===== src/rtl/simon_pkg.sv =====
// Shared types and constants for the Simon game button path.
package simon_pkg;

  localparam int LOCKOUT_50MS = 2500000;

  typedef enum logic [1:0] {
    GREEN  = 2'd0,
    RED    = 2'd1,
    YELLOW = 2'd2,
    BLUE   = 2'd3
  } colour_t;

  typedef struct packed {
    colour_t code;
    logic    multi;
  } event_t;

endpackage


===== src/rtl/button_event_queue_if.sv =====
// Event stream from the button queue to the game controller (valid/ready).
interface button_event_queue_if #(
  parameter int CODE_W = 2
);
  logic              valid;
  logic              ready;
  logic [CODE_W-1:0] code;
  logic              multi;

  modport master (output valid, output code, output multi, input ready);
  modport slave  (input valid, input code, input multi, output ready);
endinterface


===== src/rtl/event_fifo.sv =====
// Generic first-word-fall-through FIFO; the head word is visible whenever not empty.
module event_fifo #(
  parameter int WIDTH = 3,
  parameter int DEPTH = 4,
  localparam int PTR_W = $clog2(DEPTH),
  localparam int CNT_W = $clog2(DEPTH) + 1
) (
  input  logic             clock_signal,
  input  logic             reset_n,
  input  logic             flush,
  input  logic             push,
  input  logic [WIDTH-1:0] push_data,
  input  logic             pop,
  output logic [WIDTH-1:0] pop_data,
  output logic             full,
  output logic             empty,
  output logic [CNT_W-1:0] count
);

  logic [WIDTH-1:0] mem [DEPTH];
  logic [PTR_W-1:0] wr_ptr;
  logic [PTR_W-1:0] rd_ptr;
  logic             push_ok;
  logic             pop_ok;

  assign full  = (count == CNT_W'(DEPTH));
  assign empty = (count == '0);

  // A full FIFO still accepts a write when the head leaves in the same cycle.
  assign pop_ok  = pop && !empty;
  assign push_ok = push && (!full || pop_ok);

  assign pop_data = empty ? '0 : mem[rd_ptr];

  always_ff @(posedge clock_signal) begin
    if (push_ok && !flush) begin
      mem[wr_ptr] <= push_data;
    end
  end

  always_ff @(posedge clock_signal or negedge reset_n) begin
    if (!reset_n) begin
      wr_ptr <= '0;
      rd_ptr <= '0;
      count  <= '0;
    end else if (flush) begin
      wr_ptr <= '0;
      rd_ptr <= '0;
      count  <= '0;
    end else begin
      if (push_ok) wr_ptr <= wr_ptr + 1'b1;
      if (pop_ok)  rd_ptr <= rd_ptr + 1'b1;
      case ({push_ok, pop_ok})
        2'b10:   count <= count + 1'b1;
        2'b01:   count <= count - 1'b1;
        default: count <= count;
      endcase
    end
  end

endmodule


===== src/rtl/button_event_queue.sv =====
// Press lockout, priority encoding and buffering of button events for the game controller.
module button_event_queue
  import simon_pkg::*;
#(
  parameter int NUM_BUTTONS    = 4,
  parameter int LOCKOUT_CYCLES = LOCKOUT_50MS,
  parameter int FIFO_DEPTH     = 4,
  localparam int CODE_W = $clog2(NUM_BUTTONS),
  localparam int CNT_W  = $clog2(FIFO_DEPTH) + 1,
  localparam int LOCK_W = $clog2(LOCKOUT_CYCLES + 1)
) (
  input  logic                   clock_signal,
  input  logic                   reset_n,
  input  logic [NUM_BUTTONS-1:0] press_pulse,
  input  logic                   enable,
  input  logic                   flush,
  button_event_queue_if.master   evt,
  output logic                   lockout_active,
  output logic                   overflow,
  output logic [CNT_W-1:0]       event_count
);

  logic [LOCK_W-1:0] lock_cnt;
  logic              press_det;
  logic [CODE_W-1:0] press_code;
  logic              press_multi;
  logic              fifo_full;
  logic              fifo_empty;
  logic              pop;
  logic [CODE_W:0]   head;

  assign lockout_active = (lock_cnt != '0);
  assign press_det      = enable && !lockout_active && (|press_pulse);
  assign press_multi    = |(press_pulse & (press_pulse - 1'b1));
  assign pop            = evt.valid && evt.ready;

  // Lowest-numbered button wins when several pulse together.
  always_comb begin
    press_code = '0;
    for (int i = NUM_BUTTONS - 1; i >= 0; i--) begin
      if (press_pulse[i]) press_code = CODE_W'(i);
    end
  end

  always_ff @(posedge clock_signal or negedge reset_n) begin
    if (!reset_n) begin
      lock_cnt <= '0;
    end else if (flush) begin
      lock_cnt <= '0;
    end else if (press_det) begin
      lock_cnt <= LOCK_W'(LOCKOUT_CYCLES);
    end else if (lockout_active) begin
      lock_cnt <= lock_cnt - 1'b1;
    end
  end

  always_ff @(posedge clock_signal or negedge reset_n) begin
    if (!reset_n) begin
      overflow <= 1'b0;
    end else if (flush) begin
      overflow <= 1'b0;
    end else if (press_det && fifo_full && !pop) begin
      overflow <= 1'b1;
    end
  end

  event_fifo #(
    .WIDTH (CODE_W + 1),
    .DEPTH (FIFO_DEPTH)
  ) u_fifo (
    .clock_signal (clock_signal),
    .reset_n      (reset_n),
    .flush        (flush),
    .push         (press_det),
    .push_data    ({press_code, press_multi}),
    .pop          (pop),
    .pop_data     (head),
    .full         (fifo_full),
    .empty        (fifo_empty),
    .count        (event_count)
  );

  assign evt.valid = !fifo_empty;
  assign evt.code  = head[CODE_W:1];
  assign evt.multi = head[0];

endmodule


===== src/flat_wrapper.sv =====
// flat-port wrapper written by rule: the top's interface ports become plain ports
module button_event_queue_flat import simon_pkg::*;
#(
  parameter int NUM_BUTTONS    = 4,
  parameter int LOCKOUT_CYCLES = LOCKOUT_50MS,
  parameter int FIFO_DEPTH     = 4,
  localparam int CODE_W = $clog2(NUM_BUTTONS),
  localparam int CNT_W  = $clog2(FIFO_DEPTH) + 1,
  localparam int LOCK_W = $clog2(LOCKOUT_CYCLES + 1)
)
  (clock_signal, reset_n, press_pulse, enable, flush, lockout_active, overflow, event_count, evt_valid, evt_code, evt_multi, evt_ready);
  button_event_queue_if #(.CODE_W(2)) evt_i ();
  input  logic clock_signal;
  input  logic reset_n;
  input  logic [NUM_BUTTONS-1:0] press_pulse;
  input  logic enable;
  input  logic flush;
  output logic lockout_active;
  output logic overflow;
  output logic [CNT_W-1:0] event_count;
  output wire logic [$bits(evt_i.valid)-1:0] evt_valid;
  output wire logic [$bits(evt_i.code)-1:0] evt_code;
  output wire logic [$bits(evt_i.multi)-1:0] evt_multi;
  input wire logic [$bits(evt_i.ready)-1:0] evt_ready;
  assign evt_valid = evt_i.valid;
  assign evt_code = evt_i.code;
  assign evt_multi = evt_i.multi;
  assign evt_i.ready = evt_ready;
  button_event_queue #(.NUM_BUTTONS(NUM_BUTTONS), .LOCKOUT_CYCLES(LOCKOUT_CYCLES), .FIFO_DEPTH(FIFO_DEPTH)) u_core (.clock_signal(clock_signal), .reset_n(reset_n), .press_pulse(press_pulse), .enable(enable), .flush(flush), .evt(evt_i), .lockout_active(lockout_active), .overflow(overflow), .event_count(event_count));
endmodule

===== config.mk =====
export PLATFORM = sky130hd
export DESIGN_NAME = button_event_queue_flat
export DESIGN_NICKNAME = d
export VERILOG_FILES = /design/src/rtl/simon_pkg.sv /design/src/rtl/button_event_queue_if.sv /design/src/rtl/event_fifo.sv /design/src/rtl/button_event_queue.sv /design/src/flat_wrapper.sv
export SDC_FILE = /design/constraint.sdc
export NUM_CORES = 1
export LEC_CHECK = 0
export ABC_AREA = 1
export BUFFER_PORTS_ARGS = -buffer_cell sky130_fd_sc_hd__buf_2
export CAP_MARGIN = 20
export CORE_MARGIN = 2
export CORE_UTILIZATION = 55
export DETAILED_ROUTE_END_ITERATION = 8
export PLACE_DENSITY = 0.77
export SYNTH_ARGS = -nofsm -noshare
export SYNTH_HDL_FRONTEND = slang
export SYNTH_SLANG_ARGS = --single-unit

===== constraint.sdc =====
create_clock -name clock_signal -period 2.3 [get_ports clock_signal]
set_input_delay 0.115 -clock clock_signal [delete_from_list [all_inputs] [get_ports clock_signal]]
set_output_delay 0.115 -clock clock_signal [all_outputs]
set_load 0.01 [all_outputs]

==> results of run 1 <==
==> state kept, by name (all words and copies together) (netlist names) <==
register and flops:
u_core.u_fifo.rd_ptr 2, u_core.overflow 1, u_core.u_fifo.wr_ptr 2, u_core.u_fifo.mem 12, u_core.u_fifo.count 3, u_core.lock_cnt 22
==> metrics by stage <==
step,instances,hold WS [ns],utilization [%]
after CTS,394,0.153,64.8
after floorplan,314,-0.181,-
after global placement,385,0.189,62.1
final,394,0.146,65.1
after detailed placement,385,0.193,62.1
after global routing,394,0.162,65.1
==> worst max-delay path: stages, from the launching register on <==
cell     delay (ns)
dfrtp_1        0.36
inv_1          0.13
ha_2           0.22
nand2_1        0.10
nor2_4         0.15
nand4_4        0.11
nand2_2        0.09
inv_2          0.05
fa_1           0.40
xnor2_2        0.15
inv_1          0.05
nand2_1        0.06
nand2_1        0.04
nand3_1        0.07
nand2_1        0.06
==> Yosys cell counts (2+ instances only) <==
cell type / count / area [sq um]
nor2_2: 14 / 87.6
inv_1: 40 / 150
nand2_4: 2 / 22.5
nand3_1: 21 / 105
a31oi_1: 2 / 12.5
nand2_1: 51 / 191
ha_1: 6 / 75.1
a21oi_1: 15 / 75.1
nand4_1: 4 / 25.0
nor3_1: 6 / 30.0
nand3b_1: 4 / 30.0
dfrtp_1: 30 / 751
edfxtp_1: 12 / 360
nor2_1: 48 / 180
inv_2: 3 / 11.3
o21ai_0: 13 / 65.1
nor2_4: 10 / 113
xor2_1: 6 / 52.6
nand2_2: 10 / 62.6
==> metal layers <==
metal  track usage, %  wire length [um]  part of all wire, %
met1             33.5              2560                   47
met2             37.0              2570                   47
met4             6.50                60                  1.1
met5                0                 0                    0
met3             5.42               239                  4.4
==> logic make-up (layout without fill, tap and decap cells) <==
| logic type | Yosys count | count (layout) | share of synthesized area, % |
|---|---|---|---|
| AND/OR/NAND/NOR | 175 | 175 | 36.0 |
| buffers and inverters | 46 | 74 | 6.77 |
| flip-flops | 42 | 42 | 43.2 |
| AO/OA/AOI/OAI | 37 | 37 | 7.94 |
| adder cells (fa/ha/maj) | 7 | 7 | 3.70 |
| XOR/XNOR | 7 | 7 | 2.39 |
==> area by class of cell <==
class	count	area (sq um)
Inverter	44	165
Sequential cell	42	1110
Fill cell	379	1540
Tap cell	52	65.1
Timing Repair Buffer	22	125
Multi-Input combinational cell	226	1300
Clock inverter	3	40.0
Clock buffer	5	68.8
==> where the power goes <==
group	internal [mW]	switching (mW)
Clock	0.320	0.265
Combinational	0.922	1.70
Sequential	0.974	0.232
==> what timing repair did <==
item	CTS	global route
endpoints found under the hold margin	30	0
hold buffers	1	0
endpoints found under the setup margin	0	1
resized for setup	0	3
==> worst paths after layout <==
| path | start | end | depth (start not counted) |
|---|---|---|---|
| hold reg to reg | u_core.lock_cnt[1] | u_core.lock_cnt[1] | 2 |
| setup / recovery | u_core.lock_cnt[0] | u_core.u_fifo.count[2] | 14 |
| max in group asynchronous | reset_n | u_core.lock_cnt[4] | 2 |
| setup reg to reg | u_core.lock_cnt[0] | u_core.u_fifo.count[2] | 14 |
| min in group asynchronous | reset_n | u_core.u_fifo.rd_ptr[1] | 2 |
| hold / removal | flush | u_core.u_fifo.rd_ptr[1] | 2 |
==> impl_metrics.toml, run 1 <==
[logic_synthesis]
synth_edf_count = 12
synth_nets = 330
syn_area_sq_um = 2570
synth.distinct_cells = 36
yosysSeqAreaShare_pct = 43.2
syn_area_per_cell_sq_um = 8.18
synthesis.instances = 314
async_reset_ff_share_pct = 71.4
synthFlopType = "dfrtp_1"
yosysWarnings = 0
synth-seq-cells = 42

[route]
vias = 2122
drtIter0Drc = 142
viasPerCell = 5.39
firstDrtPassIters = 4
routed_wl_um = 5430
remaining_drc_errors = 0
ant_nets = 0
wl_per_cell_um = 13.8

[sta]
tightestPinTransition_ns = 0.677
finalSetupTns_ns = 0
finalCritPeriodShare_pct = 93.7
skew_ns = 0.0108
relSlewSlack_pct = 54.9
drv_slew = 0
period_needed_ns = 2.16
hold_viol_final = 0
max_freq_mhz = 464
rsz0062_at_grt = "false"
setup_ws_ns = 0.144
setup_viol = 0

[critical_path]
reg2reg_slack_ns = 0.14
worst-setup-path-type = "reg -> reg"
crit_required_ns = 2.50
crit_path_end_kind = "register"
start_kind = "register"
critPathMaxFanout = 4
crit_arrival_ns = 2.36

[flow_run]
cap_violations = 0

[global_route]
antenna_found_initial = 0
grt_overflow = 0
grt_max_degree = 31
first_global_vias = 2078
track_usage_pct = 23.8
grt_pass1_wl_um = 9650

[layout]
areaGrowthSynthToFinish_pct = 11.9
drive_gt1_share_pct = 22.2
fin_area_sq_um = 2880
final_common_cell = "nand2_1"
nets = 357
final_cell_mix = "nand2_1 (51), nor2_1 (48), inv_1 (40)"
num_antenna_cells = 0

[outcome]
outcome = "finished clean"

[die]
die_w_um = 72.4
coreArea_sq_um = 4410
die_h_um = 72.4
fp-row-count = 24
die-area_sq_um = 5240
pin_count = 18
start_util_pct = 58.2

[place]
placed_cell_area_sq_um = 2740
gp_congestion = 0.921
pre_cts_ws_ns = 0.0971
numPortBuffers = 17
hpwl_um = 4180

[clock_tree]
cts_sinks = 42
post_cts_buffers = 0
clock_tree.root_cell = "clkbuf_8"
numCtsBuffers = 5
clk_path_buf_depth = 2
htree_levels = 2
cts_tree = "yes"
clkLatencyLatePin_ns = 0.30
path_clk_slew_ns = 0.09

[power_and_ir_drop]
p_leak_nw = 1.39
pwr_density_cell_nw_per_um2 = 1540
power_mw = 4.42
ir_drop_mv = 0.892

[hold_path]
hold_path.class = "in -> reg"
No activity file was read; power rests on OpenSTA's default activity.
==> inputs of run 2 (changes only) <==
- CELL_PAD_IN_SITES_DETAIL_PLACEMENT: not set -> 1
- CELL_PAD_IN_SITES_GLOBAL_PLACEMENT: not set -> 1
- CORE_UTILIZATION: 55 -> 45
- PLACE_DENSITY: 0.77 -> 0.82
- SLEW_MARGIN: not set -> 5
==> run 2 against run 1 <==
  * Non-clock buffer count is 1 higher
  * Count of clock-buffer cells in the layout is 1 higher
  * Hold slack better by 0.027 ns
  * Clock power is 19% lower
  * Routed wire length is 31% higher
  * Critical path type unchanged
  * Critical endpoint unchanged
  * Highest routed layer unchanged
==> impl_metrics.toml, run 2 (synthesis results as in run 1) <==
[route]
routed_wl_um = 7110
firstDrtPassIters = 4
drtIter0Drc = 127
wl_per_cell_um = 17.1
viasPerCell = 5.32
vias = 2206
ant_nets = 0
remaining_drc_errors = 0

[layout]
fin_area_sq_um = 2900
reg_top3 = "u_core.lock_cnt: 22 flops, u_core.u_fifo.mem: 12 flops, u_core.u_fifo.count: 3 flops"
ff_latch_area_sq_um = 1110
drive_gt1_share_pct = 22.4
areaGrowthSynthToFinish_pct = 12.7
nets = 358
final_common_cell = "nand2_1"
multi_input_area_sq_um = 1320
regMostFlops = "u_core.lock_cnt"
nFillCells = 675
largest_register_ffs = 22
num_antenna_cells = 0
final_cell_mix = "nand2_1 (51), nor2_1 (47), inv_1 (40)"

[critical_path]
critPathMaxFanout = 4
reg2reg_slack_ns = 0.08
worst-setup-path-type = "reg -> reg"
slowest_stage = "dfrtp_1"
crit_path_frequent_cell = "nand2_1"
crit_required_ns = 2.49
critPathLaunch = "u_core.lock_cnt[0]"
path_cells = "inv_1 > ha_2 > nand2_1 > nor2_4 > nand4_4 > nand2_4 > inv_2 > fa_2 > xnor2_2 > inv_1 > nand2_1 > nand2_1 > nand3_1 > nand2_1"
start_kind = "register"
crit_path_end_kind = "register"
regToRegEndpoint = "u_core.u_fifo.count[2]"
crit_end = "u_core.u_fifo.count[2]"
r2r_start = "u_core.lock_cnt[0]"
crit_arrival_ns = 2.41
max_stage_delay_ns = 0.37
r2r.worst_path.cells = 14

[outcome]
outcome = "finished clean"

[die]
fp-row-count = 27
coreArea_sq_um = 5510
die_w_um = 79.6
start_util_pct = 46.7
pin_count = 18
die_h_um = 79.6
die-area_sq_um = 6330

[global_route]
antenna_found_initial = 0
grt_busiest_layer = "met2"
grt_util_met2_pct = 42.9
first_global_vias = 2369
track_usage_pct = 23.9
grt_max_degree = 31
met1_usage_pct = 28.2
grt_pass1_wl_um = 11500
grt_use_met3_pct = 4.64
grt_overflow = 0

[sta]
setup_viol = 0
relSlewSlack_pct = 50.8
period_needed_ns = 2.22
drv_slew = 0
tightestPinTransition_ns = 0.738
skew_ns = 0.0106
finalSetupTns_ns = 0
holdWs_ns = 0.173
max_freq_mhz = 451
hold_viol_final = 0
finalCritPeriodShare_pct = 96.4

[power_and_ir_drop]
pwr_density_cell_nw_per_um2 = 1580
p_leak_nw = 1.38
power_mw = 4.57
ir_drop_mv = 0.714

[place]
placed_cell_area_sq_um = 2770
hpwl_um = 5410
gp_congestion = 0.857
numPortBuffers = 17

[clock_tree]
cts_tree = "yes"
cts_sinks = 42
clock_tree.root_cell = "clkbuf_8"
clk_path_buf_depth = 2
clkLatencyLatePin_ns = 0.30
numCtsBuffers = 5
htree_levels = 2
path_clk_slew_ns = 0.09

[hold_path]
hold_path.class = "in -> reg"

[flow_run]
cap_violations = 0
## run 2: changes by cell type in the layout (fill, tap and decap cells not counted), sizes merged
cell | before | now
bufinv | 1 | 0
buf | 21 | 22
clkbuf | 5 | 6
## run 2: cell type report
type,count,area share (%)
Multi-Input combinational cell,226,45.4
Clock buffer,6,2.51
Inverter,44,5.70
Timing Repair Buffer,23,4.58
Clock inverter,2,0.303
Tap cell,72,3.11
Sequential cell,42,38.4
## run 2: worst min-delay path by stage
stage,startpoint,endpoint,slack (ns),cells past startpoint
after global placement,reset_n,u_core.u_fifo.rd_ptr[1],0.21,1
after global routing,flush,u_core.u_fifo.rd_ptr[1],0.19,2
final,flush,u_core.u_fifo.rd_ptr[1],0.17,2
after CTS,flush,u_core.u_fifo.rd_ptr[1],0.16,2
after floorplan,reset_n,u_core.lock_cnt[0],-0.18,0
after detailed placement,reset_n,u_core.u_fifo.rd_ptr[1],0.21,1
## run 2: critical path, delay by kind of cell, from the launching register on
kind / cells / cell delay (ns)
fa+ha+maj: 2 / 0.57
simple gates: 8 / 0.75
flops: 1 / 0.37
buf+inv: 3 / 0.24
xor+xnor: 1 / 0.18
## run 2: timing repair
item,CTS,global route
endpoints found under the setup margin,0,1
resized for setup,0,7
hold buffers,1,0
setup buffers,0,1
hold endpoints to repair,30,0
## run 2: routing by layer
layer	part of all wire (%)	vias up
met2	51	50
met4	2.9	0
li1	-	1064
met5	0	-
met1	43	1071
met3	3.3	21
## run 2: per-stage QoR
| step | instances | setup WS [ns] | utilization, % |
|---|---|---|---|
| 2_1_floorplan | 314 | 0.220 | - |
| 3_3_place_gp | 405 | 0.181 | 50.2 |
| 3_5_place_dp | 405 | 0.0207 | 50.2 |
| 4_1_cts | 414 | 0.00652 | 51.9 |
| 5_1_grt | 415 | -0.0504 | 52.6 |
| 6_report | 415 | 0.0828 | 52.6 |
## run 2: report_power, final
part | leakage [nW] | total [mW] | internal [mW] | switching [mW]
sequential | 0.512 | 1.22 | 0.974 | 0.250
combinational | 0.823 | 2.87 | 0.978 | 1.89
clock | 0.0426 | 0.473 | 0.209 | 0.263
==> inputs of run 3 (changes only) <==
- CORE_UTILIZATION: 45 -> 41
- PLACE_DENSITY: 0.82 -> 0.79
- clock period: 2.3 -> 1.79 ns (I/O delays scaled with it)
==> run 3 against run 2 <==
  * Non-clock buffer count up 80
  * Utilization is 13 points higher
  * Routed wire length rose by 76%
  * The flow now finishes with violations (negative setup slack)
  * Largest cell class unchanged
  * Sequential cell count unchanged
  * Total power is 110% higher
  * Largest power group unchanged
  * Via count up 30%
  * First-iteration DRC count grew 98%
  * Clock power up 73%
==> impl_metrics.toml, run 3 (synthesis results as in run 1) <==
[outcome]
outcome = "finished, violations left"
violations = "negative setup slack"

[sta]
hold_viol_final = 0
max_freq_mhz = 468
rsz0062_at_grt = "true"
skew_ns = 0.0100
finalCritPeriodShare_pct = 119
drv_slew = 0
relSlewSlack_pct = 48.6
period_needed_ns = 2.14
finalSetupTns_ns = -7.29
setup_ws_ns = -0.348
tightestPinTransition_ns = 0.771
setup_viol = 33
holdWs_ns = 0.158

[clock_tree]
numCtsBuffers = 5
htree_levels = 2
clock_tree.root_cell = "clkbuf_8"
clkLatencyLatePin_ns = 0.32
clk_path_buf_depth = 2
cts_tree = "yes"
path_clk_slew_ns = 0.10
cts_sinks = 42

[power_and_ir_drop]
ir_drop_mv = 1.19
pwr_density_cell_nw_per_um2 = 2410
p_leak_nw = 1.88

[place]
gp_congestion = 0.871
place_inst = 463
pre_cts_ws_ns = -0.226
hpwl_um = 6240
numPortBuffers = 17

[layout]
multi_input_area_sq_um = 1620
regMostFlops = "u_core.lock_cnt"
utilization_pct = 65.3
largest_register_ffs = 22
ff_latch_area_sq_um = 1110
final_cell_mix = "buf_4 (68), nand2_1 (38), inv_1 (34)"
nFillCells = 690
reg_top3 = "u_core.lock_cnt: 22 flops, u_core.u_fifo.mem: 12 flops, u_core.u_fifo.count: 3 flops"
instances_no_fill = 499
num_antenna_cells = 0
nets = 439
drive_gt1_share_pct = 49.3
areaGrowthSynthToFinish_pct = 52.2
final_common_cell = "buf_4"

[global_route]
grt_max_degree = 31
track_usage_pct = 30.4
grt_overflow = 0
grt_pass1_wl_um = 16100
antenna_found_initial = 0
first_global_vias = 3001

[hold_path]
hold_path.class = "in -> reg"

[route]
viasPerCell = 5.74
routed_wl_um = 12500
ant_nets = 0
drtIter0Drc = 251
remaining_drc_errors = 0
vias = 2862
firstDrtPassIters = 4
wl_per_cell_um = 25.1

[flow_run]
cap_violations = 0

[critical_path]
crit_arrival_ns = 2.17
crit_buf_inv = 2
crit_required_ns = 1.82
path_cells = "nor2_4 > nand2_4 > buf_4 > nor2_4 > nand3_4 > nor2_4 > inv_2 > nor2_4 > nand2_4 > nor2_4"
slowest_stage = "dfrtp_1"
max_stage_delay_ns = 0.46
worst-setup-path-type = "reg -> reg"
start_kind = "register"
crit_family = "simple AND/OR/NAND/NOR gates"
crit_path_end_kind = "register"
critPathMaxFanout = 5
crit_path_frequent_cell = "nor2_4"

[die]
fp-row-count = 28
die_h_um = 83.2
coreArea_sq_um = 5990
die_w_um = 83.2
die-area_sq_um = 6920
start_util_pct = 42.9
pin_count = 18
[run 3: cell count changes in the layout (fill, tap and decap cells not counted), sizes merged]
cell,previous run,this run
bufinv,0,1
clkinvlp,0,2
nand3,23,24
clkbuf,6,5
buf,22,102
clkinv,3,1
[run 3: area by class of cell]
class                      instances  share of cell area (%)
clock buffer                       5                    1.76
sequential                        42                    28.4
inverter                          44                    4.35
clock inverter                     3                    1.15
multi-input combinational        227                    41.4
tap                               75                    2.40
timing repair buffer             103                    20.5
[run 3: what timing repair did]
item / in CTS / in global routing
hold buffers: 1 / 0
gates resized for setup: 32 / 68
endpoints found under the setup margin: 27 / 37
pin swaps: 16 / 36
buffers inserted: 15 / 20
hold endpoints to repair: 30 / 0
gates cloned: 0 / 1
[run 3: final timing paths]
check                                             start                      end  slack (ns)  cells after the start
worst min register to register  u_core.u_fifo.wr_ptr[0]  u_core.u_fifo.wr_ptr[0]        0.57                      1
worst min-delay path                     press_pulse[0]  u_core.u_fifo.mem[1][2]        0.16                      2
worst max register to register      u_core.lock_cnt[19]  u_core.u_fifo.mem[1][0]       -0.35                     10
worst max-delay path                u_core.lock_cnt[19]  u_core.u_fifo.mem[1][0]       -0.35                     10
max in group asynchronous                       reset_n       u_core.lock_cnt[6]        0.91                      2
min in group asynchronous                       reset_n          u_core.overflow        0.39                      2
[run 3: metrics by stage]
stage               power (mW)  instance area [sq um]
floorplan                 4.20                   2590
global placement          5.93                   3210
detailed placement        6.21                   3210
CTS                       7.76                   3570
global route              9.77                   3910
finish                    9.41                   3910
[run 3: power breakdown]
group,internal (mW),total [mW],switching (mW)
registers,1.25,1.53,0.281
clock network,0.416,0.819,0.403
logic,2.91,7.06,4.15
total,4.57,9.41,4.84
[run 3: layer usage]
| layer | up-vias | share of wire (%) | track usage, % |
|---|---|---|---|
| li1 | 1230 | - | - |
| met1 | 1427 | 37 | 34.9 |
| met2 | 140 | 51 | 53.0 |
| met3 | 65 | 5.7 | 5.07 |
| met4 | 0 | 6.0 | 17.6 |
| met5 | - | 0 | 0 |
